--- src/rtl/joy_serial_pkg.sv ---
// Shared types and helpers for the serial joystick chain reader.
package joy_serial_pkg;

  localparam int MAX_BITS = 128;

  typedef enum logic [1:0] {
    GAP   = 2'd0,
    LOAD  = 2'd1,
    SHIFT = 2'd2,
    DONE  = 2'd3
  } state_e;

  // Clock cycles from one joy_load fall to the next with enable held high.
  function automatic int frame_cycles(input int players, input int bits,
                                      input int div, input int gap);
    return div * (gap + 1 + 2 * players * bits) + 1;
  endfunction

endpackage

--- src/rtl/joy_debounce.sv ---
// Per-bit frame debouncer: an output bit follows raw only after DEBOUNCE
// consecutive strobed frames in which raw differed from it.
module joy_debounce #(
  parameter int WIDTH    = 32,
  parameter int DEBOUNCE = 2
) (
  input  logic             clk,
  input  logic             reset_n,
  input  logic             strobe,
  input  logic [WIDTH-1:0] raw,
  output logic [WIDTH-1:0] q,
  output logic             changed
);

  localparam logic [2:0] DEB_LAST = 3'(DEBOUNCE - 1);

  logic [WIDTH-1:0][2:0] cnt_q, cnt_d;
  logic [WIDTH-1:0]      q_q, q_d;
  logic                  changed_q, changed_d;

  always_comb begin
    cnt_d = cnt_q;
    q_d   = q_q;
    for (int i = 0; i < WIDTH; i++) begin
      if (strobe) begin
        if (raw[i] == q_q[i]) begin
          cnt_d[i] = 3'd0;
        end else if (cnt_q[i] == DEB_LAST) begin
          q_d[i]   = raw[i];
          cnt_d[i] = 3'd0;
        end else begin
          cnt_d[i] = cnt_q[i] + 3'd1;
        end
      end
    end
    changed_d = strobe && (q_d != q_q);
  end

  always_ff @(posedge clk) begin
    if (!reset_n) begin
      cnt_q     <= '0;
      q_q       <= '0;
      changed_q <= 1'b0;
    end else begin
      cnt_q     <= cnt_d;
      q_q       <= q_d;
      changed_q <= changed_d;
    end
  end

  assign q       = q_q;
  assign changed = changed_q;

endmodule

--- src/rtl/joy_serial_mp.sv ---
// Reader for daisy-chained 74HC165 joystick adapters: divider-paced
// GAP/LOAD/SHIFT/DONE sequencer feeding a per-bit frame debouncer.
module joy_serial_mp #(
  parameter int NUM_PLAYERS     = 2,
  parameter int BITS_PER_PLAYER = 16,
  parameter int CLK_DIV         = 64,
  parameter int GAP_TICKS       = 32,
  parameter int DEBOUNCE        = 2
) (
  input  logic                                   clk,
  input  logic                                   reset_n,
  input  logic                                   enable,
  input  logic                                   joy_data,
  output logic                                   joy_clk,
  output logic                                   joy_load,
  output logic [NUM_PLAYERS*BITS_PER_PLAYER-1:0] joystick,
  output logic                                   valid,
  output logic                                   changed
);

  import joy_serial_pkg::*;

  localparam int N     = NUM_PLAYERS * BITS_PER_PLAYER;
  localparam int DIV_W = $clog2(CLK_DIV);
  localparam int GAP_W = $clog2(GAP_TICKS + 1);
  localparam int IDX_W = $clog2(N);

  localparam logic [DIV_W-1:0] DIV_LAST = DIV_W'(CLK_DIV - 1);
  localparam logic [GAP_W-1:0] GAP_LAST = GAP_W'(GAP_TICKS - 1);
  localparam logic [IDX_W-1:0] IDX_LAST = IDX_W'(N - 1);

  state_e           state_q, state_d;
  logic [DIV_W-1:0] div_q, div_d;
  logic [GAP_W-1:0] gap_q, gap_d;
  logic [IDX_W-1:0] idx_q, idx_d;
  logic             phase_q, phase_d;
  logic [N-1:0]     raw_q, raw_d;
  logic             joy_clk_q, joy_clk_d;
  logic             joy_load_q, joy_load_d;
  logic             valid_q, valid_d;
  logic             tick;

  assign tick = (div_q == DIV_LAST);

  // Divider pauses for the single DONE cycle so every frame is one cycle
  // longer than a whole number of ticks while keeping tick spacing exact.
  always_comb begin
    if (state_q == DONE) begin
      div_d = div_q;
    end else if (tick) begin
      div_d = '0;
    end else begin
      div_d = div_q + DIV_W'(1);
    end
  end

  always_comb begin
    state_d = state_q;
    gap_d   = gap_q;
    idx_d   = idx_q;
    phase_d = phase_q;
    raw_d   = raw_q;
    unique case (state_q)
      GAP: begin
        if (tick) begin
          if (gap_q == GAP_LAST) begin
            gap_d = '0;
            if (enable) state_d = LOAD;
          end else begin
            gap_d = gap_q + GAP_W'(1);
          end
        end
      end
      LOAD: begin
        if (tick) begin
          state_d = SHIFT;
          idx_d   = '0;
          phase_d = 1'b0;
        end
      end
      SHIFT: begin
        if (tick) begin
          if (!phase_q) begin
            raw_d[idx_q] = ~joy_data;
            phase_d      = 1'b1;
          end else begin
            phase_d = 1'b0;
            if (idx_q == IDX_LAST) state_d = DONE;
            else                   idx_d   = idx_q + IDX_W'(1);
          end
        end
      end
      DONE:    state_d = GAP;
      default: state_d = GAP;
    endcase
    joy_load_d = (state_d != LOAD);
    joy_clk_d  = (state_d == SHIFT) && phase_d;
    valid_d    = (state_q == DONE);
  end

  always_ff @(posedge clk) begin
    if (!reset_n) begin
      state_q    <= GAP;
      div_q      <= '0;
      gap_q      <= '0;
      idx_q      <= '0;
      phase_q    <= 1'b0;
      joy_clk_q  <= 1'b0;
      joy_load_q <= 1'b1;
      valid_q    <= 1'b0;
    end else begin
      state_q    <= state_d;
      div_q      <= div_d;
      gap_q      <= gap_d;
      idx_q      <= idx_d;
      phase_q    <= phase_d;
      joy_clk_q  <= joy_clk_d;
      joy_load_q <= joy_load_d;
      valid_q    <= valid_d;
    end
  end

  // Raw capture is fully rewritten by every frame before DONE, so it needs no reset.
  always_ff @(posedge clk) begin
    raw_q <= raw_d;
  end

  joy_debounce #(
    .WIDTH    (N),
    .DEBOUNCE (DEBOUNCE)
  ) u_debounce (
    .clk     (clk),
    .reset_n (reset_n),
    .strobe  (state_q == DONE),
    .raw     (raw_q),
    .q       (joystick),
    .changed (changed)
  );

  assign joy_clk  = joy_clk_q;
  assign joy_load = joy_load_q;
  assign valid    = valid_q;

endmodule
--- config.mk ---
export PLATFORM = sky130hd
export DESIGN_NAME = joy_serial_mp
export DESIGN_NICKNAME = d
export VERILOG_FILES = /design/src/rtl/joy_serial_pkg.sv /design/src/rtl/joy_debounce.sv /design/src/rtl/joy_serial_mp.sv
export SDC_FILE = /design/constraint.sdc
export NUM_CORES = 1
export LEC_CHECK = 0
export CAP_MARGIN = 20
export CORE_MARGIN = 3
export CORE_UTILIZATION = 30
export DETAILED_ROUTE_END_ITERATION = 16
export GPL_TIMING_DRIVEN = 0
export PLACE_DENSITY = 0.54
export SLEW_MARGIN = 5
export SYNTH_ARGS = -nofsm -noshare
export SYNTH_HDL_FRONTEND = slang
export SYNTH_HIERARCHICAL = 1
export SYNTH_SLANG_ARGS = --single-unit
--- constraint.sdc ---
create_clock -name clk -period 3.9 [get_ports clk]
set_input_delay 0.39 -clock clk [delete_from_list [all_inputs] [get_ports clk]]
set_output_delay 0.39 -clock clk [all_outputs]
set_load 0.05 [all_outputs]
==> results of run 1 <==
-- sequential cells by signal, summed over array words and instances, names as in the netlist --
signal and count:
u_debounce/cnt_q 96, div_q 6, joy_load 1, idx_q 5
raw_q 32, u_debounce/q 32, u_debounce/changed 1, state_q 2
phase_q 1, joy_clk 1, gap_q 6, valid 1
-- layout make-up --
| type | count | area share |
|---|---|---|
| flip-flops and latches | 184 | 0.401 |
| clock inverters | 12 | 0.0108 |
| repair buffers | 40 | 0.0418 |
| plain buffers | 34 | 0.0186 |
| inverters | 13 | 0.00488 |
| well taps | 378 | 0.0473 |
| multi-input cells | 708 | 0.430 |
| clock buffers | 20 | 0.0458 |
-- per-stage QoR --
step,cell area [µm²],setup slack (ns),hold slack [ns],util
final,10000,1.30,0.479,0.358
after global routing,10000,1.17,0.519,0.358
after CTS,10000,1.24,0.478,0.358
after floorplan,8540,2.06,0.444,-
after detailed placement,9430,1.23,0.469,0.338
after global placement,9400,1.21,0.468,0.337
-- cells in the mapped netlist (2+ instances only) --
cell type,n
clkbuf_1,17
o21a_1,14
nor3b_1,16
nand2_1,92
nor2_1,108
nand2_4,2
xor2_1,23
edfxtp_1,32
mux2i_1,32
nor2b_1,50
nand3_1,37
and3b_1,13
xnor2_2,2
a22oi_1,2
nor3_1,48
nand4_1,4
a21oi_1,59
o211ai_1,14
and3_1,3
a211oi_1,2
nand4b_1,3
xnor2_1,48
buf_2,8
nor4_1,35
o21ai_0,35
or3b_2,2
and2_1,18
nand2_2,4
buf_4,3
dfxtp_1,152
ha_1,14
nand2b_1,3
or3_1,5
buf_6,5
inv_1,11
nand3b_1,6
-- path summary, 6_finish.rpt --
kind	from	endpoint	slack (ns)	depth (start not counted)
worst max-delay path	state_q[0]	u_debounce/changed	1.30	8
worst min-delay path	gap_q[5]	gap_q[5]	0.48	2
worst max register to register	state_q[0]	u_debounce/changed	1.30	8
worst min register to register	gap_q[5]	gap_q[5]	0.48	2
-- power groups by stage --
stage               registers (mW)  logic [mW]  clock network (mW)
floorplan                     1.98      0.0330                   0
global placement              1.98      0.0603                   0
detailed placement            1.98      0.0630                   0
CTS                           1.93      0.0632                1.73
global route                  1.93      0.0698                1.81
finish                        1.93      0.0622                1.69
-- worst reg2reg max path, stage by stage, from the launching register on --
cell and delay, ns:
dfxtp_1 0.41, ha_1 0.48, buf_6 0.25, buf_6 0.20, nand2_1 0.12, nor4_1 0.50, nor4_1 0.19, nand4_1 0.18
o311a_1 0.20
-- cells by family after synthesis --
| group | Yosys count | share of synthesized area |
|---|---|---|
| AND/OR/NAND/NOR | 454 | 0.275 |
| flip-flops | 184 | 0.469 |
| AO/OA/AOI/OAI | 135 | 0.0936 |
| XOR/XNOR | 73 | 0.0766 |
| buffers and inverters | 47 | 0.0275 |
| multiplexers | 32 | 0.0375 |
| adder cells (fa/ha/maj) | 14 | 0.0205 |
-- routing by layer --
layer | vias up | routed length (µm) | GRT usage
li1 | 3404 | - | -
met1 | 3071 | 10200 | 0.195
met2 | 97 | 9720 | 0.229
met3 | 14 | 861 | 0.0319
met4 | 0 | 172 | 0.0279
met5 | - | 0 | 0
==> flow_summary_export.csv, run 1 <==
group,metric,value,unit
outcome,status,"completed",
timing,final-hold-violation-count,0,
cts,worstSkewPairLatency,0.43,ns
power_and_ir_drop,pwr-share-clk,0.458,
cts,cts_tree,"built",
placement,portBuffers,39,
worst_hold_path,min-delay-path-class,"flop to flop",
detailed_routing,routed_via_density,4.74,
power_and_ir_drop,power.density,368,nW/µm²
timing,period_share,0.665,
timing,tns,0,ns
power_and_ir_drop,seqPwrFrac,0.525,
power_and_ir_drop,switchingPower,0.855,mW
power_and_ir_drop,power.leakage,3.36,nW
cts,clock-root-buffer,"clkbuf_16",
floorplan,design.die.area,30500,µm²
logic_synthesis,synth_ff_type,"dfxtp_1",
detailed_routing,wl_per_cell,15.1,µm
floorplan,die_w,175,µm
logic_synthesis,synth.area.top_cells,"dfxtp_1 (36%), edfxtp_1 (11%), xnor2_1 (4.9%)",
critical_path,crit_family,"simple AND/OR/NAND/NOR gates",
global_routing,grt_usage,0.141,
floorplan,die_h,175,µm
logic_synthesis,synth_nets,957,
logic_synthesis,synth_warnings,6,
timing,fin_skew,0.0157,ns
cts,cts_resized,0,
critical_path,cp-end-kind,"flop",
detailed_routing,detail_route.wirelength,20900,µm
layout,multi_input_area,4300,µm²
cts,ctsHtreeMaxLevel,4,
logic_synthesis,synth_cell_types,53,
layout,num-fill-cells,2901,
floorplan,ios,40,
power_and_ir_drop,p_comb_frac,0.017,
logic_synthesis,synth_seq_cells,184,
timing,tightest_slew,0.780,ns
logic_synthesis,syn_area,8540,µm²
timing,grt_setup_unrepaired,"false",
cts,ctsHoldBuffers,0,
critical_path,cpMaxStageDelayCell,"nor4_1",
critical_path,critPathMaxStageDelay,0.50,ns
timing,max-slew-margin-rel,0.475,
global_routing,grt_pass1_wl,34100,µm
global_routing,antenna_found_initial,0,
cts,cts-buffers-inserted,17,
detailed_routing,ant_nets,0,
cts,cts.path.max_buffers,2,
logic_synthesis,synth-edff-count,32,
timing,fin_crit,2.60,ns
layout,synthToLayoutAreaGrowth,17.1,%
power_and_ir_drop,irDropWorstVdd,0.230,mV
logic_synthesis,synth_area_per_cell,9.10,µm²
cts,clk_pin_slew,0.07,ns
timing,fmax,385,MHz
critical_path,crit_path_cell_trace,"ha_1, buf_6, buf_6, nand2_1, nor4_1, nor4_1, nand4_1, o311a_1",
critical_path,critical_path_required,4.26,ns
power_and_ir_drop,p_sw_frac,0.232,
critical_path,cp.arrival,2.96,ns
global_routing,overflow,0,
power_and_ir_drop,power,3.68,mW
floorplan,std_cell_rows,61,
detailed_routing,drt_iter0_drc,379,
detailed_routing,drc,0,
layout,nNetsFinal,1016,
detailed_routing,firstDrtPassIters,5,
layout,seq_area,4000,µm²
timing,setup_viol,0,
power_and_ir_drop,p_int,2.83,mW
floorplan,core_area,27900,µm²
logic_synthesis,synthArstFlopShare,0,
layout,final_cell_mix,"dfxtp_1 (152), nor2_1 (108), nand2_1 (92)",
layout,diodes,0,
global_routing,grt_max_degree,21,
logic_synthesis,seq_area_frac_synth,0.469,
timing,maxSlewViolCount,0,
critical_path,crit_type,"flop to flop",
critical_path,cp_max_fo,11,
layout,drive_above_1_share,0.0633,
detailed_routing,via_count,6586,
run,cap_violations,0,
logic_synthesis,yosysTopAreaCellShare,0.356,
logic_synthesis,yosys.area.top_type,"dfxtp_1",
floorplan,initial_core_util,0.306,
critical_path,crit_buf_inv,2,
placement,dp.cells,1357,
cts,cts_setup_buffers,0,
placement,place.gp.congestion,0.818,
layout,final_cells,1389,
placement,dp_hpwl,14400,µm
global_routing,grt_pass1_vias,6292,
critical_path,start_kind,"flop",
layout,layout_commonest_cell,"dfxtp_1",
logic_synthesis,synthCells,939,
cts,cts_sinks,184,
Note: power is estimated with default switching activity, not from simulation.
==> inputs of run 2 (changes only) <==
clock period = 2.5 ns   (was 3.9 ns; I/O delays follow)
==> run 2 against run 1 <==
  * Final cell count stayed put
  * Flip-flop and latch count stayed put
  * Utilization is 0.21 points higher
  * Critical path type unchanged
  * Critical endpoint unchanged
==> flow_summary_export.csv, run 2 (same netlist as run 1, synthesis figures left out) <==
group,metric,value,unit
outcome,status,"completed",
floorplan,core_area,27900,µm²
layout,nNetsFinal,1016,
timing,fin_skew,0.0149,ns
floorplan,initial_core_util,0.306,
global_routing,grt_max_degree,21,
detailed_routing,drt_iter0_drc,371,
cts,cts_setup_buffers,0,
run,cap_violations,0,
floorplan,die_w,175,µm
placement,dp_hpwl,14400,µm
timing,setup_viol,0,
floorplan,ios,40,
global_routing,grt_pass1_vias,6304,
cts,cts_sinks,184,
timing,grt_setup_unrepaired,"true",
layout,fin_util,0.360,
critical_path,crit_top_cell,"buf_6",
global_routing,grt_pass1_wl,34100,µm
layout,num-fill-cells,2893,
floorplan,die_h,175,µm
cts,cts-buffers-inserted,17,
global_routing,grt_usage,0.142,
global_routing,overflow,0,
critical_path,cp-end-kind,"flop",
critical_path,crit_type,"flop to flop",
cts,cts_tree,"built",
critical_path,cpMaxStageDelayCell,"nor4_1",
cts,cts.path.max_buffers,2,
layout,final_cells,1389,
layout,largest_reg_flops,96,
placement,place.gp.congestion,0.818,
layout,layout_commonest_cell,"dfxtp_1",
timing,max-slew-margin-rel,0.512,
critical_path,crit_buf_inv,2,
cts,clk_pin_slew,0.07,ns
timing,final-hold-violation-count,0,
timing,tns,0,ns
detailed_routing,firstDrtPassIters,5,
placement,dp.cells,1357,
critical_path,critical_path_required,2.81,ns
layout,drive_above_1_share,0.0742,
timing,period_share,0.955,
cts,ctsHoldBuffers,0,
power_and_ir_drop,irDropWorstVdd,0.357,mV
timing,maxSlewViolCount,0,
layout,final_cell_mix,"dfxtp_1 (152), nor2_1 (108), nand2_1 (92)",
power_and_ir_drop,power,5.74,mW
critical_path,r2r_slack,0.11,ns
layout,max_flop_register,"u_debounce/cnt_q",
floorplan,std_cell_rows,61,
critical_path,cp.arrival,2.69,ns
critical_path,start_kind,"flop",
detailed_routing,detail_route.wirelength,21000,µm
power_and_ir_drop,power.leakage,3.37,nW
detailed_routing,routed_via_density,4.78,
global_routing,antenna_found_initial,0,
floorplan,design.die.area,30500,µm²
timing,fmax,419,MHz
timing,fin_crit,2.39,ns
layout,synthToLayoutAreaGrowth,17.7,%
worst_hold_path,min-delay-path-class,"flop to flop",
layout,diodes,0,
detailed_routing,via_count,6646,
critical_path,crit_path_cell_trace,"ha_2, buf_6, buf_6, nand2_1, nor4_2, nor4_1, nand4_1, o311a_1",
cts,clock-root-buffer,"clkbuf_16",
critical_path,critPathMaxStageDelay,0.44,ns
timing,tightest_slew,0.732,ns
detailed_routing,ant_nets,0,
cts,worstSkewPairLatency,0.43,ns
critical_path,cp_max_fo,11,
detailed_routing,drc,0,
placement,portBuffers,39,
critical_path,crit_family,"simple AND/OR/NAND/NOR gates",
detailed_routing,wl_per_cell,15.1,µm
cts,ctsHtreeMaxLevel,4,
power_and_ir_drop,power.density,571,nW/µm²
[run 2: changes by cell type in the layout (fill, tap and decap cells not counted), sizes merged]
cell / previous run / this run
clkbuf: 37 / 38
buf: 18 / 17
[run 2: stage by stage]
stage                     hold WS, ns  instance area (µm²)  setup slack (ns)
after global placement          0.468                 9400            -0.158
after global routing            0.519                10100           -0.0660
final                           0.481                10100             0.112
after detailed placement        0.469                 9430            -0.141
after CTS                       0.478                10000           -0.0131
after floorplan                 0.372                 8540             0.659
[run 2: cell type report]
type                    instances  area (µm²)  share of cell area
multi-input cells             708        4360               0.433
well taps                     378         473              0.0470
clock inverters                12         108              0.0107
clock buffers                  20         458              0.0455
repair buffers                 40         418              0.0416
plain buffers                  34         190              0.0189
flip-flops and latches        184        4000               0.398
inverters                      13        48.8             0.00485
[run 2: what timing repair did]
action | CTS | global route
setup endpoints to repair | 6 | 37
pin swaps | 0 | 0
resized for setup | 2 | 11
[run 2: layer usage]
layer | share of wire | global-route usage | vias to the layer above
met1 | 0.49 | 0.195 | 3121
li1 | - | - | 3405
met2 | 0.46 | 0.227 | 107
met5 | 0 | 0 | -
met3 | 0.039 | 0.0328 | 13
met4 | 0.0095 | 0.0316 | 0
[run 2: worst reg2reg max path: stages (launching register included)]
cell,delay [ns]
dfxtp_1,0.36
ha_2,0.29
buf_6,0.20
buf_6,0.17
nand2_1,0.15
nor4_2,0.09
nor4_1,0.44
nand4_1,0.21
o311a_1,0.36
[run 2: where the power goes]
group / switching, mW / internal [mW]
registers: 0.00517 / 3.01
logic: 0.0684 / 0.0289
clock network: 1.26 / 1.37
[run 2: final timing paths]
check                                     endpoint  depth (start not counted)       start
worst max register to register  u_debounce/changed                          8  state_q[0]
worst min-delay path                      gap_q[5]                          2    gap_q[5]
worst min register to register            gap_q[5]                          2    gap_q[5]
worst max-delay path            u_debounce/changed                          8  state_q[0]
